### src/rtl/block_stack_pkg.sv
// block_stack_pkg: shared types, default widths and helpers for the block-stacking game stages.
//   GRID_W  : number of grid columns (bit 0 = leftmost)
//   CNT_W   : width of the speed divider / speed_count
//   NB_W    : width of block counts (num_blocks, landed_count)
//   state_t : row mover FSM states
//   dir_t   : horizontal sweep direction
package block_stack_pkg;
    localparam int GRID_W = 8;
    localparam int CNT_W  = 26;
    localparam int NB_W   = 4;
    typedef enum logic [2:0] {IDLE, LOAD, MOVE, LAND, RESULT} state_t;
    typedef enum logic {DIR_LEFT, DIR_RIGHT} dir_t;
    function automatic logic [NB_W-1:0] popcount(input logic [GRID_W-1:0] v);
        logic [NB_W-1:0] n;
        n = '0;
        for (int i = 0; i < GRID_W; i++) n = n + NB_W'(v[i]);
        return n;
    endfunction
endpackage

### src/rtl/move_divider.sv
// move_divider: counts 0..spd-1 while enabled and pulses tick on the last count.
//   clk, resetn : clock, asynchronous active-low reset
//   clear       : synchronous return of the count to 0
//   enable      : advance the count this cycle (tick is suppressed when low)
//   spd         : cycles per tick (must be >= 1)
//   tick        : one-cycle pulse when the count wraps
module move_divider #(
    parameter int CNT_W = 26
) (
    input  logic             clk,
    input  logic             resetn,
    input  logic             clear,
    input  logic             enable,
    input  logic [CNT_W-1:0] spd,
    output logic             tick
);
    logic [CNT_W-1:0] cnt;
    assign tick = enable && (cnt == spd - 1'b1);
    always_ff @(posedge clk or negedge resetn) begin
        if (!resetn) cnt <= '0;
        else if (clear) cnt <= '0;
        else if (enable) cnt <= tick ? '0 : cnt + 1'b1;
    end
endmodule

### src/rtl/block_row_mover.sv
// block_row_mover: sweeps a row of blocks across the grid and lands it on the row below.
//   clk, resetn  : clock, asynchronous active-low reset
//   go           : start a new row (accepted only when idle)
//   drop         : player drop pulse (accepted only while moving)
//   speed_count  : cycles per column step, latched on go (0 treated as 1)
//   num_blocks   : row width, latched on go (clamped to 1..GRID_W)
//   prev_row     : landed mask of the row below, sampled when landing
//   row_out      : current moving-row mask (0 when idle)
//   landed_row   : surviving blocks after landing, held until the next go
//   landed_count : number of surviving blocks
//   move_tick    : pulse on every position step
//   busy         : high whenever not idle
//   next_signal  : pulse when at least one block survived
//   fail         : pulse when no block survived
module block_row_mover
    import block_stack_pkg::*;
#(
    parameter int GRID_W = block_stack_pkg::GRID_W,
    parameter int CNT_W  = block_stack_pkg::CNT_W,
    parameter int NB_W   = block_stack_pkg::NB_W
) (
    input  logic              clk,
    input  logic              resetn,
    input  logic              go,
    input  logic              drop,
    input  logic [CNT_W-1:0]  speed_count,
    input  logic [NB_W-1:0]   num_blocks,
    input  logic [GRID_W-1:0] prev_row,
    output logic [GRID_W-1:0] row_out,
    output logic [GRID_W-1:0] landed_row,
    output logic [NB_W-1:0]   landed_count,
    output logic              move_tick,
    output logic              busy,
    output logic              next_signal,
    output logic              fail
);
    localparam int PW = $clog2(GRID_W);
    state_t            state;
    dir_t              dir;
    logic [PW-1:0]     pos;
    logic [CNT_W-1:0]  spd;
    logic [NB_W-1:0]   w;
    logic [PW:0]       reach;
    logic [GRID_W-1:0] mask;
    logic              can_right;
    // reach is one bit wider so pos+w == GRID_W does not wrap to 0
    assign reach       = {1'b0, pos} + (PW+1)'(w);
    assign can_right   = reach < (PW+1)'(GRID_W);
    assign mask        = ~({GRID_W{1'b1}} << w);
    assign row_out     = (state == IDLE) ? '0 : mask << pos;
    assign busy        = state != IDLE;
    assign next_signal = (state == RESULT) && (landed_count != '0);
    assign fail        = (state == RESULT) && (landed_count == '0);
    // a drop wins over a step falling on the same cycle, so the divider is held
    move_divider #(.CNT_W(CNT_W)) u_div (
        .clk    (clk),
        .resetn (resetn),
        .clear  (state != MOVE),
        .enable ((state == MOVE) && !drop),
        .spd    (spd),
        .tick   (move_tick)
    );
    // parameters are captured on the go edge so row_out is already valid in LOAD
    always_ff @(posedge clk or negedge resetn) begin
        if (!resetn) begin
            state        <= IDLE;
            dir          <= DIR_RIGHT;
            pos          <= '0;
            spd          <= CNT_W'(1);
            w            <= NB_W'(1);
            landed_row   <= '0;
            landed_count <= '0;
        end else begin
            case (state)
                IDLE: if (go) begin
                    state        <= LOAD;
                    spd          <= (speed_count == '0) ? CNT_W'(1) : speed_count;
                    w            <= (num_blocks == '0) ? NB_W'(1) :
                                    (num_blocks > NB_W'(GRID_W)) ? NB_W'(GRID_W) : num_blocks;
                    pos          <= '0;
                    dir          <= DIR_RIGHT;
                    landed_row   <= '0;
                    landed_count <= '0;
                end
                LOAD: state <= MOVE;
                MOVE: begin
                    if (drop) state <= LAND;
                    else if (move_tick) begin
                        if (dir == DIR_RIGHT) begin
                            if (can_right) pos <= pos + 1'b1;
                            else begin
                                dir <= DIR_LEFT;
                                if (pos != '0) pos <= pos - 1'b1;
                            end
                        end else begin
                            if (pos != '0) pos <= pos - 1'b1;
                            else begin
                                dir <= DIR_RIGHT;
                                if (can_right) pos <= pos + 1'b1;
                            end
                        end
                    end
                end
                LAND: begin
                    landed_row   <= row_out & prev_row;
                    landed_count <= popcount(row_out & prev_row);
                    state        <= RESULT;
                end
                default: state <= IDLE;
            endcase
        end
    end
endmodule

### config.mk
export PLATFORM = sky130hd
export DESIGN_NAME = block_row_mover
export DESIGN_NICKNAME = d
export VERILOG_FILES = /design/src/rtl/block_stack_pkg.sv /design/src/rtl/move_divider.sv /design/src/rtl/block_row_mover.sv
export SDC_FILE = /design/constraint.sdc
export NUM_CORES = 1
export LEC_CHECK = 0
export ABC_CLOCK_PERIOD_IN_PS = 4900
export CAP_MARGIN = 0
export CORE_AREA = 2 2 132 134
export DETAILED_ROUTE_END_ITERATION = 10
export DIE_AREA = 0 0 134 136
export GPL_TIMING_DRIVEN = 0
export SLEW_MARGIN = 20
export SYNTH_ARGS = -nofsm -noshare
export SYNTH_HDL_FRONTEND = slang
export SYNTH_SLANG_ARGS = --single-unit
### constraint.sdc
create_clock -name clk -period 4.9 [get_ports clk]
set_input_delay 1.225 -clock clk [delete_from_list [all_inputs] [get_ports clk]]
set_output_delay 1.225 -clock clk [all_outputs]
set_load 0.02 [all_outputs]
==> results.py <==
metrics = {
    "run_status": {
        "status": "completed",
    },
    "sta": {
        "clock_skew_ns": 0.00460,
        "finalCriticalPeriod_ns": 4.87,
        "rsz0062_at_grt": "false",
        "period_share_pct": 99.3,
        "finalMaxSlewViolations": 0,
        "fmax_mhz": 206,
        "slew_headroom_pct": 30.7,
        "tns_ns": 0,
        "finalWorstSetupSlack_ns": 0.0347,
        "setup_viol_count_final": 0,
        "hold_ws_ns": 0.511,
        "final_hold_viol_count": 0,
        "tightest_slew_ns": 1.04,
    },
    "global_routing": {
        "grt-ovfl-total": 0,
        "grt_use_total_pct": 16.0,
        "grt_pass1_vias": 4584,
        "antenna_found_initial": 0,
        "grt_max_degree": 41,
        "grt_pass1_wl_um": 23000,
    },
    "hold_path": {
        "whs_endpoint": "landed_row[5]$_DFFE_PN0P_",
        "hold_class": "reg -> reg",
        "holdPathStages": 2,
        "min_from": "landed_row[5]$_DFFE_PN0P_",
    },
    "logic_synthesis": {
        "yosys.area.top_type": "dfrtp_1",
        "synth_edf_count": 0,
        "synthesis.area_um2": 4980,
        "synth_top_area_share_pct": 36.2,
        "synthTopCellsByArea": "dfrtp_1, nand2_1, xnor2_1, xor2_1, nor2_1",
        "synth-seq-cells": 75,
        "ys_seq_area_share_pct": 37.7,
        "ys_top_cells_by_count": "nand2_1, dfrtp_1, nor2_1",
        "async_flop_share_pct": 100,
        "syn_nets": 656,
        "synth_cell_type_count": 63,
        "yosysMostFrequentCell": "nand2_1",
        "yosys_warnings": 0,
        "synth_ff_type": "dfrtp_1",
        "syn_inst": 600,
        "syn_avg_cell_area_um2": 8.30,
    },
    "layout": {
        "antenna_cells": 0,
        "final_cell_area_um2": 6430,
        "finalNetCount": 744,
        "fillers": 1721,
        "multiInputGateArea_um2": 2950,
        "utilization_pct": 38.1,
        "drive_gt1_share_pct": 9.09,
        "syn_to_final_growth_pct": 29.1,
        "register_area_um2": 1880,
    },
    "route": {
        "wl_um": 14100,
        "drc": 0,
        "avgRoutedWirePerCell_um": 15.4,
        "first_iter_violations": 248,
        "drt_pass1_iterations": 4,
        "ant_nets": 0,
        "viasPerCell": 4.98,
        "num_vias": 4571,
    },
    "worst_setup_path": {
        "cp-end-kind": "output pin",
        "reg2reg_slack_ns": 0.57,
        "worst_setup_path_start_kind": "flop",
        "arrival_ns": 3.64,
        "r2r_cells": 13,
        "worstSetupPathType": "reg -> out",
        "reg2reg_to": "landed_count[2]$_DFFE_PN0P_",
        "worstPathRequired_ns": 3.67,
        "r2r-start": "state[2]$_DFFE_PN0P_",
        "worst-path-max-fanout": 6,
    },
    "power_and_ir_drop": {
        "p_leak_nw": 2.68,
        "ir_drop_uv": 340,
        "power.density_nw_per_um2": 601,
    },
    "clock_network": {
        "clockBufferDepth": 2,
        "numCtsBuffers": 9,
        "clk_pin_slew_ns": 0.06,
        "cts.sinks": 75,
        "cts-htree-levels": 3,
        "hold_buffers": 0,
        "cts_root_buf": "clkbuf_16",
        "clock_latency_ns": 0.34,
        "cts_tree": "built",
    },
    "placed_design": {
        "io_buffers": 65,
        "pre_cts_slack_ns": -0.706,
        "gp_congestion": 0.922,
        "dpl_cell_area_um2": 5930,
        "hpwl_um": 10600,
    },
    "floorplanning": {
        "start_util_pct": 29.5,
        "die_h_um": 136,
        "row_count": 48,
        "die_w_um": 134,
        "ios": 66,
        "core-area_um2": 16900,
        "dieArea_um2": 18200,
    },
    "flow_run": {
        "max-cap-violations": 0,
    },
}
## final cells by class
type / count / area share (%)
clock buffer: 12 / 3.99
sequential: 75 / 29.3
buffer: 26 / 1.85
tap: 225 / 4.38
timing repair buffer: 77 / 11.6
inverter: 18 / 1.05
clock inverter: 4 / 1.87
multi-input combinational: 481 / 45.9
## placed cells by master (no fill, tap or decap), types with 6 or more instances in the layout
cell             instances
buf_4                   14
o21ai_0                 28
dfrtp_1                 69
nand4_1                 11
inv_1                   18
nand2b_1                 9
clkbuf_16                9
clkdlybuf4s50_1         63
and3_1                   7
xnor2_1                 30
or3_1                    6
nor2_1                  65
mux2i_1                  6
xor2_1                  28
a21oi_1                 19
nand2_1                112
ha_1                     9
nand3_1                 35
clkbuf_1                22
nor4_1                  11
nor3_1                  18
a211oi_1                 6
## how the worst max path moves through the flow
stage	to	slack [ns]	start	cells past startpoint
final	move_tick	0.03	spd[13]$_DFFE_PN0P_	9
after global placement	move_tick	-0.68	spd[1]$_DFFE_PN0P_	11
after CTS	move_tick	0.06	spd[13]$_DFFE_PN0P_	9
after detailed placement	move_tick	-0.71	spd[1]$_DFFE_PN0P_	11
after global routing	move_tick	0.0003	spd[13]$_DFFE_PN0P_	9
after floorplan	move_tick	0.35	spd[1]$_DFFE_PN0P_	10
## registers in the layout, indices dropped and copies added (netlist names)
| signal | count |
|---|---|
| w | 4 |
| dir | 1 |
| landed_row | 8 |
| spd | 26 |
| pos | 3 |
| landed_count | 4 |
| state | 3 |
| u_div.cnt | 26 |
## cell families after synthesis
kind of cell / Yosys count / synth area share, %
flip-flops: 75 / 37.7
multiplexers: 6 / 1.21
buffers and inverters: 44 / 3.74
XOR/XNOR: 58 / 10.2
adder cells (fa/ha/maj): 14 / 4.12
AO/OA/AOI/OAI: 87 / 11.5
AND/OR/NAND/NOR: 316 / 31.5
## stage by stage
stage | power [mW] | cells
3_3_place_gp | 2.91 | 890
2_1_floorplan | 2.26 | 600
6_report | 3.87 | 918
4_1_cts | 3.84 | 911
5_1_grt | 4.15 | 918
3_5_place_dp | 2.92 | 891
## critical path, stage by stage (launching register included)
cell and delay (ns):
dfrtp_2 0.41, or4_4 0.56, or3_4 0.38, or3_4 0.34, or3_4 0.37, a2111oi_4 0.37, nand4_1 0.17, or4_4 0.48
inv_1 0.07, buf_4 0.13
## layer usage
layer	global-route usage [%]	vias to the layer above	part of all wire, %
met3	3.69	31	4.8
met5	0	-	0
met4	7.09	0	3.1
li1	-	2265	-
met2	28.1	114	49
met1	18.7	2161	43
## report_power, final
| part | internal (mW) | total [mW] | switching (mW) |
|---|---|---|---|
| registers | 0.807 | 1.01 | 0.198 |
| logic | 0.800 | 2.01 | 1.21 |
| clock network | 0.577 | 0.848 | 0.270 |
| total | 2.18 | 3.87 | 1.68 |
## what timing repair did
action	in CTS	in global routing
resized for setup	12	2
buffers inserted	4	7
setup endpoints to repair	1	1
pin swaps	3	2
Power figures use the tool's default switching activity.
